<file path="src/rtl/vga_patgen_multi.sv">
// Parametrised VGA raster timing and test-pattern generator with a run-time mode select.
// Every output is registered and describes the counter position of the previous DCLK.
module vga_patgen_multi #(
    parameter int H_ACTIVE   = 640,
    parameter int H_FP       = 16,
    parameter int H_SYNC     = 96,
    parameter int H_BP       = 48,
    parameter int V_ACTIVE   = 480,
    parameter int V_FP       = 10,
    parameter int V_SYNC     = 2,
    parameter int V_BP       = 33,
    parameter int OUT_BITS   = 4,
    parameter int CHK_LOG2   = 5,
    parameter int GRAD_SHIFT = 5
) (
    input  logic                    DCLK,
    input  logic                    RST_X,
    input  logic                    EN,
    input  logic [1:0]              MODE,
    input  logic [3*OUT_BITS-1:0]   SOLID_RGB,
    output logic                    DSP_HSYNC_X,
    output logic                    DSP_VSYNC_X,
    output logic                    DSP_DE,
    output logic [OUT_BITS-1:0]     DSP_R,
    output logic [OUT_BITS-1:0]     DSP_G,
    output logic [OUT_BITS-1:0]     DSP_B,
    output logic                    FRAME_START,
    output logic [1:0]              MODE_Q
);

    localparam int H_TOTAL = H_ACTIVE + H_FP + H_SYNC + H_BP;
    localparam int V_TOTAL = V_ACTIVE + V_FP + V_SYNC + V_BP;
    localparam int HW      = $clog2(H_TOTAL);
    localparam int VW      = $clog2(V_TOTAL);
    localparam int BAR_W   = H_ACTIVE / 8;
    localparam int BW      = (BAR_W > 1) ? $clog2(BAR_W) : 1;

    // Sync end points must stay below the totals, so the back porches are assumed non-zero.
    localparam logic [HW-1:0] H_LAST   = HW'(H_TOTAL - 1);
    localparam logic [HW-1:0] H_ACT    = HW'(H_ACTIVE);
    localparam logic [HW-1:0] HS_BEG   = HW'(H_ACTIVE + H_FP);
    localparam logic [HW-1:0] HS_END   = HW'(H_ACTIVE + H_FP + H_SYNC);
    localparam logic [VW-1:0] V_LAST   = VW'(V_TOTAL - 1);
    localparam logic [VW-1:0] V_ACT    = VW'(V_ACTIVE);
    localparam logic [VW-1:0] VS_BEG   = VW'(V_ACTIVE + V_FP);
    localparam logic [VW-1:0] VS_END   = VW'(V_ACTIVE + V_FP + V_SYNC);
    localparam logic [BW-1:0] BAR_LAST = BW'(BAR_W - 1);

    logic [HW-1:0]          hcnt_q, hcnt_d;
    logic [VW-1:0]          vcnt_q, vcnt_d;
    logic [2:0]             barIdx_q, barIdx_d;
    logic [BW-1:0]          barPix_q, barPix_d;
    logic [1:0]             mode_q, mode_d;
    logic [3*OUT_BITS-1:0]  solid_q, solid_d;
    logic                   hsync_q, hsync_d;
    logic                   vsync_q, vsync_d;
    logic                   de_q, de_d;
    logic                   frameStart_q, frameStart_d;
    logic [OUT_BITS-1:0]    r_q, r_d, g_q, g_d, b_q, b_d;
    logic [OUT_BITS-1:0]    pixR, pixG, pixB, grad;
    logic                   active, chk, frameEnd;

    always_comb begin
        hcnt_d = hcnt_q;
        vcnt_d = vcnt_q;
        if (!EN) begin
            hcnt_d = '0;
            vcnt_d = '0;
        end else if (hcnt_q == H_LAST) begin
            hcnt_d = '0;
            vcnt_d = (vcnt_q == V_LAST) ? '0 : vcnt_q + 1'b1;
        end else begin
            hcnt_d = hcnt_q + 1'b1;
        end
    end

    // Bar index tracks hcnt without a divider: restart at column 0, step every BAR_W pixels.
    always_comb begin
        barIdx_d = barIdx_q;
        barPix_d = barPix_q;
        if (hcnt_d == '0) begin
            barIdx_d = '0;
            barPix_d = '0;
        end else if (barPix_q == BAR_LAST) begin
            barPix_d = '0;
            if (barIdx_q != 3'd7) begin
                barIdx_d = barIdx_q + 3'd1;
            end
        end else begin
            barPix_d = barPix_q + 1'b1;
        end
    end

    assign frameEnd = EN && (hcnt_q == H_LAST) && (vcnt_q == V_LAST);
    assign mode_d   = frameEnd ? MODE : mode_q;
    assign solid_d  = frameEnd ? SOLID_RGB : solid_q;

    assign active = (hcnt_q < H_ACT) && (vcnt_q < V_ACT);
    assign grad   = OUT_BITS'(hcnt_q >> GRAD_SHIFT);
    assign chk    = hcnt_q[CHK_LOG2] ^ vcnt_q[CHK_LOG2];

    // Bar colours follow white..black, so each channel is the inverse of one index bit.
    always_comb begin
        pixR = '0;
        pixG = '0;
        pixB = '0;
        case (mode_q)
            2'd0: begin
                pixR = {OUT_BITS{~barIdx_q[1]}};
                pixG = {OUT_BITS{~barIdx_q[2]}};
                pixB = {OUT_BITS{~barIdx_q[0]}};
            end
            2'd1: begin
                pixR = grad;
                pixG = grad;
                pixB = grad;
            end
            2'd2: begin
                pixR = {OUT_BITS{chk}};
                pixG = {OUT_BITS{chk}};
                pixB = {OUT_BITS{chk}};
            end
            default: begin
                pixR = solid_q[3*OUT_BITS-1 -: OUT_BITS];
                pixG = solid_q[2*OUT_BITS-1 -: OUT_BITS];
                pixB = solid_q[OUT_BITS-1:0];
            end
        endcase
    end

    always_comb begin
        hsync_d      = 1'b1;
        vsync_d      = 1'b1;
        de_d         = 1'b0;
        frameStart_d = 1'b0;
        r_d          = '0;
        g_d          = '0;
        b_d          = '0;
        if (EN) begin
            hsync_d      = !((hcnt_q >= HS_BEG) && (hcnt_q < HS_END));
            vsync_d      = !((vcnt_q >= VS_BEG) && (vcnt_q < VS_END));
            de_d         = active;
            frameStart_d = (hcnt_q == '0) && (vcnt_q == '0);
            if (active) begin
                r_d = pixR;
                g_d = pixG;
                b_d = pixB;
            end
        end
    end

    always_ff @(posedge DCLK or negedge RST_X) begin
        if (!RST_X) begin
            hcnt_q       <= '0;
            vcnt_q       <= '0;
            barIdx_q     <= '0;
            barPix_q     <= '0;
            mode_q       <= '0;
            solid_q      <= '0;
            hsync_q      <= 1'b1;
            vsync_q      <= 1'b1;
            de_q         <= 1'b0;
            frameStart_q <= 1'b0;
            r_q          <= '0;
            g_q          <= '0;
            b_q          <= '0;
        end else begin
            hcnt_q       <= hcnt_d;
            vcnt_q       <= vcnt_d;
            barIdx_q     <= barIdx_d;
            barPix_q     <= barPix_d;
            mode_q       <= mode_d;
            solid_q      <= solid_d;
            hsync_q      <= hsync_d;
            vsync_q      <= vsync_d;
            de_q         <= de_d;
            frameStart_q <= frameStart_d;
            r_q          <= r_d;
            g_q          <= g_d;
            b_q          <= b_d;
        end
    end

    assign DSP_HSYNC_X = hsync_q;
    assign DSP_VSYNC_X = vsync_q;
    assign DSP_DE      = de_q;
    assign DSP_R       = r_q;
    assign DSP_G       = g_q;
    assign DSP_B       = b_q;
    assign FRAME_START = frameStart_q;
    assign MODE_Q      = mode_q;

endmodule

</file>
<file path="config.mk">
export PLATFORM = sky130hd
export DESIGN_NAME = vga_patgen_multi
export DESIGN_NICKNAME = d
export VERILOG_FILES = /design/src/rtl/vga_patgen_multi.sv
export SDC_FILE = /design/constraint.sdc
export NUM_CORES = 1
export LEC_CHECK = 0
export CAP_MARGIN = 30
export CELL_PAD_IN_SITES_DETAIL_PLACEMENT = 0
export CELL_PAD_IN_SITES_GLOBAL_PLACEMENT = 1
export CORE_UTILIZATION = 30
export CTS_CLUSTER_SIZE = 24
export DETAILED_ROUTE_END_ITERATION = 6
export HOLD_SLACK_MARGIN = 0.05
export PLACE_DENSITY_LB_ADDON = 0.1
export SLEW_MARGIN = 20
export SYNTH_ARGS = -nofsm -noshare
export SYNTH_HDL_FRONTEND = slang
export SYNTH_SLANG_ARGS = --single-unit
</file>
<file path="constraint.sdc">
create_clock -name DCLK -period 2.4 [get_ports DCLK]
set_input_delay 0.48 -clock DCLK [delete_from_list [all_inputs] [get_ports DCLK]]
set_output_delay 0.48 -clock DCLK [all_outputs]
set_load 0.005 [all_outputs]
</file>
[After elaboration in Yosys (flattened, before gate mapping)]
Cells that the tools add are included.
Operators by class
  $add $sub $neg: 4
  $lt $le $gt $ge: 6
  equality and inequality tests: 7
  mux-type cells: 23
  bitwise gates (word level): 4
  reduce and logical (&&, ||, !) cells: 15
Operator list (count)
  10-bit two-way mux: 5
  4-bit case mux with 3 select lines: 3
  10-bit logical NOT: 3
  4-bit two-way mux: 6
  10-bit by 1-bit adder with 10-bit output, second input constant: 2
  10-bit == test, second input constant: 2
  10-bit < comparator, second input constant: 2
  10-bit by 9-bit < comparator with 1-bit output, second input constant: 2
  7-bit two-way mux: 2
  10-bit greater-or-equal comparator, second input constant: 1
  10-bit by 9-bit greater-or-equal comparator with 1-bit output, second input constant: 1
  3-bit two-way mux: 3
  7-bit by 1-bit adder with 7-bit output, second input constant: 1
  7-bit == test, second input constant: 1
  1-bit logical AND: 6
  1-bit two-way mux: 4
  2-bit nonzero test: 2
  3-bit by 1-bit adder with 3-bit output, second input constant: 1
  3-bit inequality test, second input constant: 1
  1-bit NOT: 3
  2-bit by 1-bit == test with 1-bit output, second input constant: 1
  2-bit == test, second input constant: 1
  1-bit logical NOT: 2
  2-bit logical NOT: 1
  other kinds (3): 3
Word-level totals
  flip-flop bits (word level): 60
  bits of input ports: 17
  output and inout port bits: 18
  logic and storage cells: 72

[Longest topological paths before layout]
Gate-level depths: netlist (run 1).
  depth after elaboration: 6
  gate-level depth with buffers: 8
  gate-level depth less buffers: 6

[Least setup slack after synthesis (run 1)]
OpenSTA, ideal clock, no wires.
  path type: flip-flop to flip-flop
  start: reg hcnt_q[0]
  end: reg barPix_q[3]
  library setup time: 0.095 ns
  arrival time: 1.957 ns
  required time: 2.305 ns
  path slack: 0.349 ns
  stages on the path, launching flop included: 9
  buffers on the path: 2
  clock period less this slack: 2.051 ns
  cells stage by stage: dfrtp_1 -> ha_1 -> and4_4 -> buf_6 -> and3_4 -> o211a_1 -> o2111a_1 -> buf_6 -> nor4_4
Between the ends
  word-level cells in the longest chain between the ends: 5
  elaborated cells on any way between the ends: 6
  those cells by class: add/sub (1); eq/ne (1); mux (3); reduce/logical (1)
Ends and longest elaborated chain
  start, declared: RTL line 49  | logic [HW-1:0] hcnt_q, hcnt_d;
  start signal, assigned: RTL line 168  | hcnt_q <= hcnt_d;
  10-bit by 1-bit adder with 10-bit output or 10-bit == test (tied branches): RTL line 73, 69
  10-bit two-way mux *: RTL line 69  | end else if (hcnt_q == H_LAST) begin
  10-bit two-way mux *: RTL line 66  | if (!EN) begin
  10-bit logical NOT *: RTL line 81  | if (hcnt_d == '0) begin
  7-bit two-way mux *: RTL line 81
  named net barPix_d[3]: RTL line 52  | logic [BW-1:0] barPix_q, barPix_d;
  end signal, assigned: RTL line 171  | barPix_q <= barPix_d;
  end, declared: RTL line 52
The timed path passes the listed nets; every way through them passes the cells marked *.
A chain may end at the register's enable or synchronous reset.

[Final worst setup path (run 1)]
  start: reg hcnt_q[0]
  end: reg barPix_q[4]
The elaborated chain is that of the path after synthesis.

==> results of run 1 <==
[how the worst max path moves through the flow]
stage	startpoint	end	slack [ns]	cells past startpoint
finish	hcnt_q[0]$_DFF_PN0_	barPix_q[4]$_DFF_PN0_	0.19	6
CTS	hcnt_q[0]$_DFF_PN0_	barPix_q[4]$_DFF_PN0_	0.17	6
detailed placement	hcnt_q[0]$_DFF_PN0_	barPix_q[4]$_DFF_PN0_	0.20	6
global placement	hcnt_q[0]$_DFF_PN0_	barPix_q[3]$_DFF_PN0_	0.23	6
floorplan	hcnt_q[0]$_DFF_PN0_	barPix_q[3]$_DFF_PN0_	0.35	8
global route	hcnt_q[0]$_DFF_PN0_	barPix_q[5]$_DFF_PN0_	0.05	6
[placed cells by master, fill, tap and decap left out, drive strengths merged, types with 8 or more instances in the layout]
master and n:
a21oi 31, nand3 16, inv 12, nor4 8
nand2 16, mux2 15, clkbuf 11, o21ai 16
dfrtp 58, buf 15, nor2 18, nor3 12
xnor2 8, clkdlybuf4s50 33, xor2 9
[area by class of cell]
type | count | share of cell area [%]
sequential | 60 | 40.1
multi-input combinational | 205 | 37.3
clock inverter | 5 | 1.40
inverter | 12 | 1.20
timing repair buffer | 48 | 12.1
clock buffer | 11 | 3.50
tap | 133 | 4.44
[per-layer routing]
layer  vias to the layer above  share of wire [%]
met4                         0                1.1
met1                      1108                 48
li1                       1128                  -
met2                        39                 48
met3                         7                3.2
met5                         -                  0
[registers in the layout, indices dropped and copies added (netlist names), 2 cells and up]
register  flops
DSP_B         4
DSP_G         4
DSP_R         4
MODE_Q        2
barIdx_q      3
barPix_q      7
hcnt_q       10
solid_q      12
vcnt_q       10
[per-stage QoR]
stage               setup WS, ns  std cells  hold WS, ns
CTS                        0.174        474        0.201
global placement           0.232        458        0.475
detailed placement         0.202        458        0.465
finish                     0.193        474        0.196
global route              0.0454        474        0.244
floorplan                  0.349        292        0.184
[power breakdown]
part / total (mW) / switching (mW) / leakage (nW) / internal [mW]
sequential: 1.05 / 0.0122 / 0.796 / 1.03
combinational: 0.157 / 0.0775 / 0.758 / 0.0797
clock: 0.882 / 0.407 / 0.0931 / 0.475
[cell families after synthesis]
kind of cell	Yosys count	share of synthesized area [%]
and+or+nand+nor	103	20.3
AOI/OAI and AO/OA	60	11.2
DFF	60	49.3
buffers and inverters	27	4.96
muxes	18	6.52
xor gates and xnor gates	17	4.88
adders and majority gates	7	2.87
[worst register-to-register path: cells and delay by family (launching register included)]
family	cells	cell delay, ns
flip-flops	1	0.42
AO/OA/AOI/OAI	2	0.65
AND/OR/NAND/NOR	3	0.75
adder cells (fa/ha/maj)	1	0.30
==> summary.md, run 1 <==
| Metric | Value |
|---|---|
| P_leak | `1.65 nW` |
| Met1 Use GR | `19.3%` |
| Top-count cell post-synth | `dfrtp_1` |
| First-pass GRT wire length | `11.9 mm` |
| CP top delay family | `simple AND/OR/NAND/NOR gates` |
| DP Area | `3570 sq um` |
| Max Cap Viol | `0` |
| Clk_lat worst skew | `0.34 ns` |
| Fraction of registers with async set/reset | `100%` |
| Register area | `1500 sq um` |
| TritonCTS Buffers | `9` |
| Reg-to-reg startpoint | `hcnt_q[0]$_DFF_PN0_` |
| Total number of vias | `2282` |
| Max stage delay cell, worst path | `o2111a_1` |
| # fillers | `1039` |
| Largest fanout on the critical path | `10` |
| Clock sinks | `60` |
| Share of cells above drive strength 1 | `18.2%` |
| Setup Buffers After CTS | `0` |
| Actual slew at the worst max-slew pin | `0.709 ns` |
| Global Route Usage Sum | `15.0%` |
| CP required | `2.64 ns` |
| Worst-path cell chain | `ha_1 -> and4_4 -> and3_4 -> o211a_1 -> o2111a_1 -> nor4_4` |
| Fin. max-slew vios | `0` |
| FF-to-FF setup slack | `0.19 ns` |
| Post-Syn Area | `3050 sq um` |
| Row Count | `36` |
| Max incr delay on CP | `0.44 ns` |
| Drt drc | `0` |
| DR WL/cell | `14.8 microns` |
| Cts-stage hold buffer count | `0` |
| Post-DP HPWL | `5.08 mm` |
| R2R Path End | `barPix_q[4]$_DFF_PN0_` |
| RSZ-0062 raised after global routing | `no` |
| GRT Residual Overflow | `0` |
| Placer congestion estimate | `0.698` |
| Post-Syn Instances | `292` |
| ANT nets after route | `0` |
| DRT iter0 DRCs | `58` |
| Slew HR | `52.7%` |
| Fin crit share | `92.0%` |
| R2R depth | `6` |
| GRT busiest layer | `met2` |
| Met3 Usage GRT | `3.19%` |
| Ant diodes | `0` |
| Pre-antenna DRT Iters | `4` |
| Cell variety after synth | `48` |
| CTS Buffer Depth | `2` |
| Design Area, Final | `3750 sq um` |
| Setup violators final | `0` |
| Root Driver | `clkbuf_8` |
| Top FF cell, synth | `dfrtp_1` |
| Mean post-synth cell area | `10.5 sq um` |
| I/O Buffers | `34` |
| Core area | `9820 sq um` |
| Cell taking the most area after synthesis | `dfrtp_1` |
| Reg clk slew, reported paths | `0.07 ns` |
| Nets | `360` |
| Starting density of the core | `31.1%` |
| WP buf/inv | `0` |
| Peak VDD IR | `0.175 mV` |
| Initial antenna violation count | `0` |
| Status | `complete, no violations` |
| Post-layout util | `38.2%` |
| CTS tree | `done` |
| FF+latch count, synth | `60` |
| Largest net degree at the start of global routing | `31` |
| Layout Skew | `0.0131 ns` |
| Post-CTS sizing | `0` |
| DIE AREA | `10600 sq um` |
| Vias in the first global route | `2385` |
| Layout Area Growth over Synthesis | `22.8%` |
| Syn_nets | `316` |
| Critical path class | `register to register` |
| Element type at the critical path end | `register` |
| Sequential area share after synthesis | `49.3%` |
| Post-synth top area share | `47.5%` |
| Area of the multi-input gates | `1400 sq um` |
| CP startpoint kind | `register` |
| Routed WL | `7.00 mm` |
| Synth top area cells | `dfrtp_1 (48%), mux2_2 (5.5%), a21oi_1 (5.1%), ha_1 (2.9%), nand3_1 (2.6%)` |
| H-tree levels | `3` |
| EDFF count, synth | `0` |
| Power density cells | `556 nW/um^2` |
| Yosys warns | `0` |
| WP data arrival | `2.45 ns` |
| Die Y-Extent | `103 microns` |
| Post-synth top cells | `dfrtp_1 (58), a21oi_1 (31), nor2_1 (17)` |
| Fin crit period | `2.21 ns` |
| Drt via density | `4.81` |
| Setup TNS | `0 ns` |
| Worst Hold Class | `input port to async pin` |
| Pwr Total | `2.08 mW` |
| M2 GR Usage | `24.5%` |
| Die width | `103 microns` |
| IO Pins | `35` |
| Peak Freq | `453 MHz` |
| Endpoints failing hold | `0` |
(Power assumes the default switching activity.)
==> run 2, diff against run 1 <==
--- a/config.mk
+++ b/config.mk
@@ -5,6 +5,7 @@
 export SDC_FILE = /design/constraint.sdc
 export NUM_CORES = 1
 export LEC_CHECK = 0
+export ABC_AREA = 1
 export CAP_MARGIN = 30
 export CELL_PAD_IN_SITES_DETAIL_PLACEMENT = 0
 export CELL_PAD_IN_SITES_GLOBAL_PLACEMENT = 1
==> summary.md, run 2 <==
| Metric | Value |
|---|---|
| Status | `complete, no violations (unchanged)` |
| Clk_lat worst skew | `0.34 ns (about the same)` |
| Critical path class | `register to register (unchanged)` |
| Endpoints failing hold | `0 (unchanged)` |
| Share of cells above drive strength 1 | `10.2% (was 18.2%)` |
| Die width | `101 microns (was 103 microns)` |
| M2 GR Usage | `25.1% (was 24.5%)` |
| Actual slew at the worst max-slew pin | `0.427 ns (was 0.709 ns)` |
| Post-synth top cells | `nand2_1 (78), dfrtp_1 (58), inv_1 (46) (was dfrtp_1 (58), a21oi_1 (31), nor2_1 (17))` |
| Largest Register | `solid_q (unchanged)` |
| Ant diodes | `0 (unchanged)` |
| Max stage delay cell, worst path | `dfrtp_1 (was o2111a_1)` |
| Max Cap Viol | `0 (unchanged)` |
| Peak VDD IR | `0.308 mV (was 0.175 mV)` |
| CTS tree | `done (unchanged)` |
| RSZ-0062 raised after global routing | `no (unchanged)` |
| Row Count | `35 (was 36)` |
| Setup Buffers After CTS | `0 (unchanged)` |
| Post-DP HPWL | `5.22 mm (was 5.08 mm)` |
| Drt drc | `0 (unchanged)` |
| Setup violators final | `0 (unchanged)` |
| CP top delay family | `simple AND/OR/NAND/NOR gates (unchanged)` |
| CP required | `2.62 ns (was 2.64 ns)` |
| Die Y-Extent | `101 microns (was 103 microns)` |
| Post-Syn Instances | `361 (was 292)` |
| Syn_nets | `385 (was 316)` |
| Peak Freq | `538 MHz (was 453 MHz)` |
| Fin crit period | `1.86 ns (was 2.21 ns)` |
| Commonest non-fill, non-tap cells in the layout | `nand2_1 (78), dfrtp_1 (58), inv_1 (46) (was dfrtp_1 (58), clkdlybuf4s50_1 (33), a21oi_1 (31))` |
| Cts-stage hold buffer count | `0 (unchanged)` |
| Global Route Usage Sum | `15.8% (was 15.0%)` |
| Placer congestion estimate | `0.807 (was 0.698)` |
| Worst-path cell chain | `ha_1 -> nand3_1 -> nor2_2 -> nand2_2 -> nand2_2 -> inv_2 -> o21ai_0 -> nand3_2 -> nor2_4 -> nor2_1 (was ha_1 -> and4_4 -> and3_4 -> o211a_1 -> o2111a_1 -> nor4_4)` |
| Fin crit share | `77.4% (was 92.0%)` |
| H-tree levels | `3 (unchanged)` |
| Met3 Usage GRT | `4.76% (was 3.19%)` |
| Routed WL | `7.31 mm (was 7.00 mm)` |
| Reg clk slew, reported paths | `0.07 ns (about the same)` |
| Leading cell type in the layout, fill and taps excluded | `nand2_1 (was dfrtp_1)` |
| Top-count cell post-synth | `nand2_1 (was dfrtp_1)` |
| Layout Area Growth over Synthesis | `25.7% (was 22.8%)` |
| P_leak | `1.77 nW (was 1.65 nW)` |
| Starting density of the core | `31.5% (was 31.1%)` |
| CP startpoint kind | `register (unchanged)` |
| Post-Syn Area | `2960 sq um (was 3050 sq um)` |
| Post-synth top area share | `49.0% (was 47.5%)` |
| WP buf/inv | `1 (was 0)` |
| Nets | `429 (was 360)` |
| # fillers | `983 (was 1039)` |
| Top FF cell, synth | `dfrtp_1 (unchanged)` |
| Finished Layout Cells | `539 (was 474)` |
| Initial antenna violation count | `0 (unchanged)` |
| Placed insts | `523 (was 458)` |
| IO Pins | `35 (unchanged)` |
| Fin. max-slew vios | `0 (unchanged)` |
| Root Driver | `clkbuf_8 (unchanged)` |
| Cell variety after synth | `30 (was 48)` |
| WP data arrival | `2.08 ns (was 2.45 ns)` |
| GRT busiest layer | `met2 (unchanged)` |
| First-pass GRT wire length | `12.1 mm (was 11.9 mm)` |
| Worst Hold Class | `input port to async pin (unchanged)` |
| I/O Buffers | `34 (unchanged)` |
| TritonCTS Buffers | `9 (unchanged)` |
| Vias in the first global route | `2434 (was 2385)` |
| Mean post-synth cell area | `8.20 sq um (was 10.5 sq um)` |
| DR WL/cell | `13.6 microns (was 14.8 microns)` |
| Final WS setup | `0.542 ns (was 0.193 ns)` |
| Sequential area share after synthesis | `50.8% (was 49.3%)` |
| Clock sinks | `60 (unchanged)` |
| CTS Buffer Depth | `2 (unchanged)` |
| Largest regs | `solid_q: 12 flops, hcnt_q: 10 flops, vcnt_q: 10 flops (unchanged)` |
| Synth top area cells | `dfrtp_1 (49%), nand2_1 (9.9%), nand3_1 (6.8%), inv_1 (5.8%), nor2_1 (4.4%) (was dfrtp_1 (48%), mux2_2 (5.5%), a21oi_1 (5.1%), ha_1 (2.9%), nand3_1 (2.6%))` |
| Met1 Use GR | `20.7% (was 19.3%)` |
| Largest net degree at the start of global routing | `61 (was 31)` |
| DRT iter0 DRCs | `66 (was 58)` |
| Fraction of registers with async set/reset | `100% (unchanged)` |
| Largest fanout on the critical path | `10 (unchanged)` |
| CP dominant cell by count | `nand2_2` |
| Setup TNS | `0 ns (unchanged)` |
| ANT nets after route | `0 (unchanged)` |
| Max FFs per register | `12 (unchanged)` |
| Layout Skew | `0.00714 ns (was 0.0131 ns)` |
| FF+latch count, synth | `60 (unchanged)` |
| Total number of vias | `2479 (was 2282)` |
| DIE AREA | `10300 sq um (was 10600 sq um)` |
| Max incr delay on CP | `0.37 ns (was 0.44 ns)` |
| Core area | `9420 sq um (was 9820 sq um)` |
| Cell taking the most area after synthesis | `dfrtp_1 (unchanged)` |
| Yosys warns | `0 (unchanged)` |
| Power density cells | `629 nW/um^2 (was 556 nW/um^2)` |
| Pre-antenna DRT Iters | `4 (unchanged)` |
| GRT Residual Overflow | `0 (unchanged)` |
| Element type at the critical path end | `register (unchanged)` |
| EDFF count, synth | `0 (unchanged)` |
| Slew HR | `71.3% (was 52.7%)` |
| Post-CTS sizing | `0 (unchanged)` |
| Place WS | `0.375 ns (was 0.202 ns)` |
| Drt via density | `4.60 (was 4.81)` |
-- run 2: cell types whose count changed in the layout (fill, tap and decap cells not counted), sizes merged, moves of 8 or more --
cell and delta:
inv +39, nand2 +65, buf -8, mux2 -15
a21oi -14, o21ai +8, nand3 +25, nor3 -10
nor2 +23
-- run 2: cells by family after synthesis --
kind of cell | count (synthesis) | share of synthesized area [%]
and+or+nand+nor | 178 | 27.0
xor gates and xnor gates | 9 | 2.66
buffers and inverters | 57 | 7.44
adders and majority gates | 7 | 2.96
DFF | 60 | 50.8
AOI/OAI and AO/OA | 50 | 9.13
-- run 2: metrics by stage --
stage	power, mW	hold slack (ns)	utilization (%)	cell area, sq um
finish	2.34	0.133	39.5	3720
detailed placement	1.24	0.458	37.0	3480
global route	2.45	0.133	39.5	3720
global placement	1.24	0.461	37.0	3480
floorplan	1.14	0.184	-	2960
CTS	2.38	0.144	39.5	3720
-- run 2: layout make-up --
type	instances	area, sq um	area share, %
Sequential cell	60	1500	40.4
Multi-Input combinational cell	244	1240	33.2
Timing Repair Buffer	40	393	10.6
Inverter	50	188	5.04
Tap cell	129	161	4.34
Clock buffer	10	128	3.43
Clock inverter	6	111	2.99
-- run 2: worst paths after layout --
| kind | start | end | slack, ns | cells after the start |
|---|---|---|---|---|
| setup / recovery | hcnt_q[1]$_DFF_PN0_ | barIdx_q[0]$_DFFE_PN0P_ | 0.54 | 10 |
| hold / removal | RST_X | barPix_q[2]$_DFF_PN0_ | 0.13 | 2 |
| setup reg to reg | hcnt_q[1]$_DFF_PN0_ | barIdx_q[0]$_DFFE_PN0P_ | 0.54 | 10 |
| hold reg to reg | solid_q[0]$_DFFE_PN0P_ | solid_q[0]$_DFFE_PN0P_ | 0.47 | 2 |
| max in group asynchronous | RST_X | DSP_VSYNC_X$_DFF_PN1_ | 1.94 | 2 |
| min in group DCLK | solid_q[0]$_DFFE_PN0P_ | solid_q[0]$_DFFE_PN0P_ | 0.47 | 2 |
-- run 2: routing by layer --
| metal | routed length [microns] | up-vias |
|---|---|---|
| met5 | 0 | - |
| met4 | 59 | 0 |
| met3 | 250 | 6 |
| met2 | 3460 | 47 |
| met1 | 3540 | 1165 |
| li1 | - | 1261 |
-- run 2: power breakdown --
group	total, mW	internal [mW]	switching, mW
Clock	1.12	0.692	0.432
Combinational	0.163	0.0811	0.0817
Sequential	1.06	1.04	0.0161
Total	2.34	1.81	0.529
==> run 3, diff against run 2 <==
==> constraint.sdc (replaced) <==
create_clock -name DCLK -period 1.9 [get_ports DCLK]
set_input_delay 0.38 -clock DCLK [delete_from_list [all_inputs] [get_ports DCLK]]
set_output_delay 0.38 -clock DCLK [all_outputs]
set_load 0.005 [all_outputs]
==> summary.md, run 3 (same netlist as run 2, synthesis figures left out) <==
| Metric | Value |
|---|---|
| Layout Skew | `0.00603 ns (was 0.00714 ns)` |
| Fin crit period | `1.74 ns (was 1.86 ns)` |
| Critical Path Source | `hcnt_q[1]$_DFF_PN0_ (unchanged)` |
| CP startpoint kind | `register (unchanged)` |
| Core area | `9420 sq um (unchanged)` |
| Drt drc | `0 (unchanged)` |
| Commonest non-fill, non-tap cells in the layout | `nand2_1 (77), dfrtp_1 (58), inv_1 (46) (was nand2_1 (78), dfrtp_1 (58), inv_1 (46))` |
| Ant diodes | `0 (unchanged)` |
| Endpoints failing hold | `0 (unchanged)` |
| Max Cap Viol | `0 (unchanged)` |
| Layout Area Growth over Synthesis | `26.4% (was 25.7%)` |
| Pwr Total | `2.66 mW (was 2.34 mW)` |
| Placer congestion estimate | `0.810 (was 0.807)` |
| CTS Buffer Depth | `2 (unchanged)` |
| # fillers | `1019 (was 983)` |
| Row Count | `35 (unchanged)` |
| Largest fanout on the critical path | `5 (was 10)` |
| Nets | `437 (was 429)` |
| Reg-to-reg startpoint | `hcnt_q[1]$_DFF_PN0_ (unchanged)` |
| Worst Hold Class | `input port to async pin (unchanged)` |
| Max FFs per register | `12 (unchanged)` |
| Largest regs | `solid_q: 12 flops, hcnt_q: 10 flops, vcnt_q: 10 flops (unchanged)` |
| Drt via density | `4.59 (was 4.60)` |
| R2R Path End | `barPix_q[1]$_DFF_PN0_ (was barIdx_q[0]$_DFFE_PN0P_)` |
| Fin. max-slew vios | `0 (unchanged)` |
| IO Pins | `35 (unchanged)` |
| Clk_lat worst skew | `0.33 ns (was 0.34 ns)` |
| Final WS setup | `0.157 ns (was 0.542 ns)` |
| Global Route Usage Sum | `15.7% (was 15.8%)` |
| Power density cells | `710 nW/um^2 (was 629 nW/um^2)` |
| Placed insts | `528 (was 523)` |
| R2R depth | `10 (unchanged)` |
| Starting density of the core | `31.5% (unchanged)` |
| WP data arrival | `1.97 ns (was 2.08 ns)` |
| Critical path class | `register to register (unchanged)` |
| Largest Register | `solid_q (unchanged)` |
| Peak Freq | `574 MHz (was 538 MHz)` |
| Die width | `101 microns (unchanged)` |
| Post-DP HPWL | `5.31 mm (was 5.22 mm)` |
| Share of cells above drive strength 1 | `12.7% (was 10.2%)` |
| FF-to-FF setup slack | `0.16 ns (was 0.54 ns)` |
| Finished Layout Cells | `546 (was 539)` |
| Element type at the critical path end | `register (unchanged)` |
| Slew HR | `72.0% (was 71.3%)` |
| Register area | `1500 sq um (unchanged)` |
| Clock sinks | `60 (unchanged)` |
| Pre-antenna DRT Iters | `4 (unchanged)` |
| DIE AREA | `10300 sq um (unchanged)` |
| H-tree levels | `3 (unchanged)` |
| First-pass GRT wire length | `12.3 mm (was 12.1 mm)` |
| DR WL/cell | `13.3 microns (was 13.6 microns)` |
| Peak VDD IR | `0.308 mV (about the same)` |
| ANT nets after route | `0 (unchanged)` |
| Actual slew at the worst max-slew pin | `0.417 ns (was 0.427 ns)` |
| TritonCTS Buffers | `9 (unchanged)` |
| Place WS | `0.0191 ns (was 0.375 ns)` |
| Setup TNS | `0 ns (unchanged)` |
| Root Driver | `clkbuf_8 (unchanged)` |
| Vias in the first global route | `2497 (was 2434)` |
| Status | `complete, no violations (unchanged)` |
| Leading cell type in the layout, fill and taps excluded | `nand2_1 (unchanged)` |
| Routed WL | `7.27 mm (was 7.31 mm)` |
| CP required | `2.12 ns (was 2.62 ns)` |
| GRT Residual Overflow | `0 (unchanged)` |
| Cts-stage hold buffer count | `0 (unchanged)` |
| Setup violators final | `0 (unchanged)` |
| Die Y-Extent | `101 microns (unchanged)` |
| I/O Buffers | `34 (unchanged)` |
| CTS tree | `done (unchanged)` |
| P_leak | `1.79 nW (was 1.77 nW)` |
| Reg clk slew, reported paths | `0.07 ns (about the same)` |
| DRT iter0 DRCs | `71 (was 66)` |
| Initial antenna violation count | `0 (unchanged)` |
| Area of the multi-input gates | `1260 sq um (was 1240 sq um)` |
| Largest net degree at the start of global routing | `61 (unchanged)` |
| Fin crit share | `91.7% (was 77.4%)` |
| Total number of vias | `2504 (was 2479)` |
run 3: power by group:
| group | switching (mW) | internal [mW] |
|---|---|---|
| sequential | 0.0219 | 1.31 |
| combinational | 0.110 | 0.117 |
| clock | 0.502 | 0.594 |
run 3: layout make-up:
type / count / area share, %
multi-input combinational: 245 / 33.7
timing repair buffer: 47 / 11.9
sequential: 60 / 40.2
inverter: 50 / 5.02
clock buffer: 10 / 3.41
clock inverter: 5 / 1.44
tap: 129 / 4.31
run 3: what timing repair did:
action,CTS,global route
setup buffers,0,2
gates resized for setup,0,6
endpoints found under the setup margin,0,10
endpoints found under the hold margin,0,0
run 3: worst max-delay path, cell delays in order, from the launching register on:
cell and delay (ns):
dfrtp_1 0.38, ha_2 0.21, nand3_2 0.13, nor2_2 0.12, nand2_2 0.11, nand2_2 0.09
inv_2 0.06, nand3_1 0.10, nand3_2 0.18, nor2_4 0.19, nor2_1 0.06
run 3: how the worst max path moves through the flow:
stage                              endpoint  slack (ns)  cells after the start
CTS                   barPix_q[6]$_DFF_PN0_        0.08                     10
finish                barPix_q[1]$_DFF_PN0_        0.16                     10
detailed placement    barPix_q[4]$_DFF_PN0_        0.02                      8
global placement         DSP_B[3]$_DFF_PN0_        0.01                      8
global route          barPix_q[0]$_DFF_PN0_       -0.03                     10
floorplan           barIdx_q[0]$_DFFE_PN0P_        0.37                      9
run 3: layer usage:
metal,GRT usage (%),wire [microns]
met3,3.52,273
met2,25.9,3390
met4,5.57,85
met1,20.3,3530
met5,0,0
run 3: metrics by stage:
stage	instance area (sq um)	hold WS [ns]	utilization, %
detailed placement	3520	0.417	37.4
global route	3740	0.0597	39.7
floorplan	2960	0.0844	-
global placement	3520	0.416	37.4
finish	3740	0.0400	39.7
CTS	3700	0.0504	39.3
==> RTL edit: new RTL, config.mk and constraints of run 3 <==
Change the parameter `V_SYNC` from 2 to 1.
--- a/src/rtl/vga_patgen_multi.sv
+++ b/src/rtl/vga_patgen_multi.sv
@@ -9,3 +9,3 @@
     parameter int V_FP       = 10,
-    parameter int V_SYNC     = 2,
+    parameter int V_SYNC     = 1,
     parameter int V_BP       = 33,
Function: no difference found for any inputs over 10 cycles, from zero or initial values and one cycle with RST_X low; that may be too few to reach the edited logic, so the function may still have changed.
==> RTL edit against run 3 <==
- sequential cell count unchanged
- die area about the same
- design area increased by 4.6%
- synthesized cell count increased by 0.28%
- total power increased by 0.75%
- count of clock-buffer cells in the layout decreased by 1
- non-clock buffer count increased by 17
- worst hold slack improved by 440 ps
- routed wire length increased by 1.9%
- setup slack improved by 15 ps
- synthesized area about the same
==> RTL edit: results (changes against run 3) <==
stage	metric	value	unit	change
global_route	vias in the first global route	2568		+2.8%
yosys	Synth top cells by count	72 x nand2_1, 58 x dfrtp_1, 53 x inv_1, 39 x nor2_1, 38 x nand3_1		
place	Post-Place Cell Area	3680	um2	+4.5%
global_route	first-pass GRT wire length	12.36	mm	+0.28%
yosys	post-synthesis net count	386		+0.26%
setup_path	worst flop-to-flop path startpoint	vcnt_q[0]		
cts	CTS max path bufs	2		unchanged
global_route	initial antenna violation count	0		unchanged
place	DP Cell Count	547		+3.6%
timing	Worst Tran Pin Value	541.1	ps	+124.5 ps
cts	postcts setup bufs	0		unchanged
drt	First DRT Iteration DRCs	100		+41%
global_route	largest net degree at the start of global routing	23		-62%
yosys	Synth area leaders	dfrtp_1 49%, nand2_1 9.1%, inv_1 6.7%		
power_and_ir_drop	worst-case vdd ir drop	0.0004124	V	+34%
worst_hold_path	hold path cells	2		
cts	root buffer cell	clkbuf_8		
setup_path	critical path arrival	1350	ps	-620 ps
power_and_ir_drop	Pleak	0.001914	uW	+7.1%
setup_path	CP max stage cell	dfstp_2		
drt	DR WL/cell	13.14	um	-1.4%
place	Post-DP HPWL	5.760	mm	+8.6%
yosys	distinct cell type count after synthesis	31		+3.3%
worst_hold_path	min-delay worst type	flop to flop		
setup_path	Worst R2R Path Depth	8		-2
global_route	All-Layer GR Usage	16.13	%	+0.42 points
cells_and_area	Net count, final	454		+3.9%
yosys	Syn Inst Count	362		+0.28%
cells_and_area	# diodes	0		unchanged
cells_and_area	layout cells sized above 1	14.94	%	+2.2 points
setup_path	CP peak stage delay	520	ps	+140 ps
cells_and_area	fill count	974		-4.4%
setup_path	FF-to-FF setup slack	180	ps	+20 ps
setup_path	critical path's top delay family	flip-flops		
setup_path	critical path fanouts, max	1		-4
yosys	Syn. warnings	0		unchanged
cells_and_area	Top Registers	solid_q x12, hcnt_q x10, vcnt_q x10		
setup_path	FF-to-FF End	MODE_Q[0]		
drt	Vias	2545		+1.6%
drt	wirelength, routed	7.409	mm	+1.9%
run_status	status	completed		
place	port bufs	34		unchanged
place	gpl congestion	0.8417		+3.9%
power_and_ir_drop	pwr dens	684.4	nW/um2	-3.7%
yosys	Seq/Total Area, Yosys	50.74	%	about the same
power_and_ir_drop	internal power	2016	uW	-0.43%
timing	clk_skew	11.59	ps	+5.558 ps
RTL edit: cell type report:
type / instances / area share (%)
clock inverter: 7 / 1.982
sequential: 60 / 38.43
multi-input combinational: 241 / 31.78
timing repair buffer: 64 / 15.35
tap: 129 / 4.124
inverter: 54 / 5.179
clock buffer: 9 / 3.165
RTL edit: power by group through the flow:
stage | sequential, uW | combinational, uW | clock (uW)
floorplan | 1340 | 74.0 | 0
global placement | 1340 | 210 | 0
detailed placement | 1340 | 209 | 0
CTS | 1320 | 211 | 1200
global route | 1320 | 233 | 1250
finish | 1320 | 206 | 1160
RTL edit: metal layers:
layer	share of wire (%)	global-route usage (%)	up-vias
li1	-	-	1312
met1	48	20.72	1187
met2	47	26.79	39
met3	3.1	4.141	7
met4	1.3	4.682	0
met5	0	0	-
RTL edit: kinds of logic (layout without fill, tap and decap cells):
family,after synthesis,after routing,share of synthesized area [%]
simple gates,175,175,26.68
buf+inv,61,134,8.062
flops,60,60,50.74
compound gates,52,52,9.498
fa+ha+maj,7,7,2.955
xor+xnor,7,7,2.068
RTL edit: worst max-delay path by stage:
stage / endpoint / slack (ps) / from / cells after the start
4_1_cts: barPix_q[0] / 7 / hcnt_q[0] / 11
5_1_grt: MODE_Q[1] / 0.4 / vcnt_q[0] / 8
6_report: DSP_HSYNC_X / 170 / DSP_HSYNC_X / 1
3_3_place_gp: barPix_q[2] / 10 / hcnt_q[0] / 11
3_5_place_dp: MODE_Q[1] / 10 / EN / 7
2_1_floorplan: barIdx_q[0] / 340 / hcnt_q[0] / 9
RTL edit: repair_timing:
item,CTS,global route
hold endpoints to repair,20,0
resized for setup,0,7
hold buffers,1,0
setup endpoints to repair,0,10
RTL edit: per-stage QoR:
stage	hold WS [ps]	setup WS, ps	power [uW]
6_report	475.2	172.4	2679
5_1_grt	515.9	0.4405	2803
4_1_cts	479.7	7.327	2727
3_5_place_dp	394.7	10.28	1549
3_3_place_gp	396.1	10.25	1550
2_1_floorplan	84.41	340.7	1414
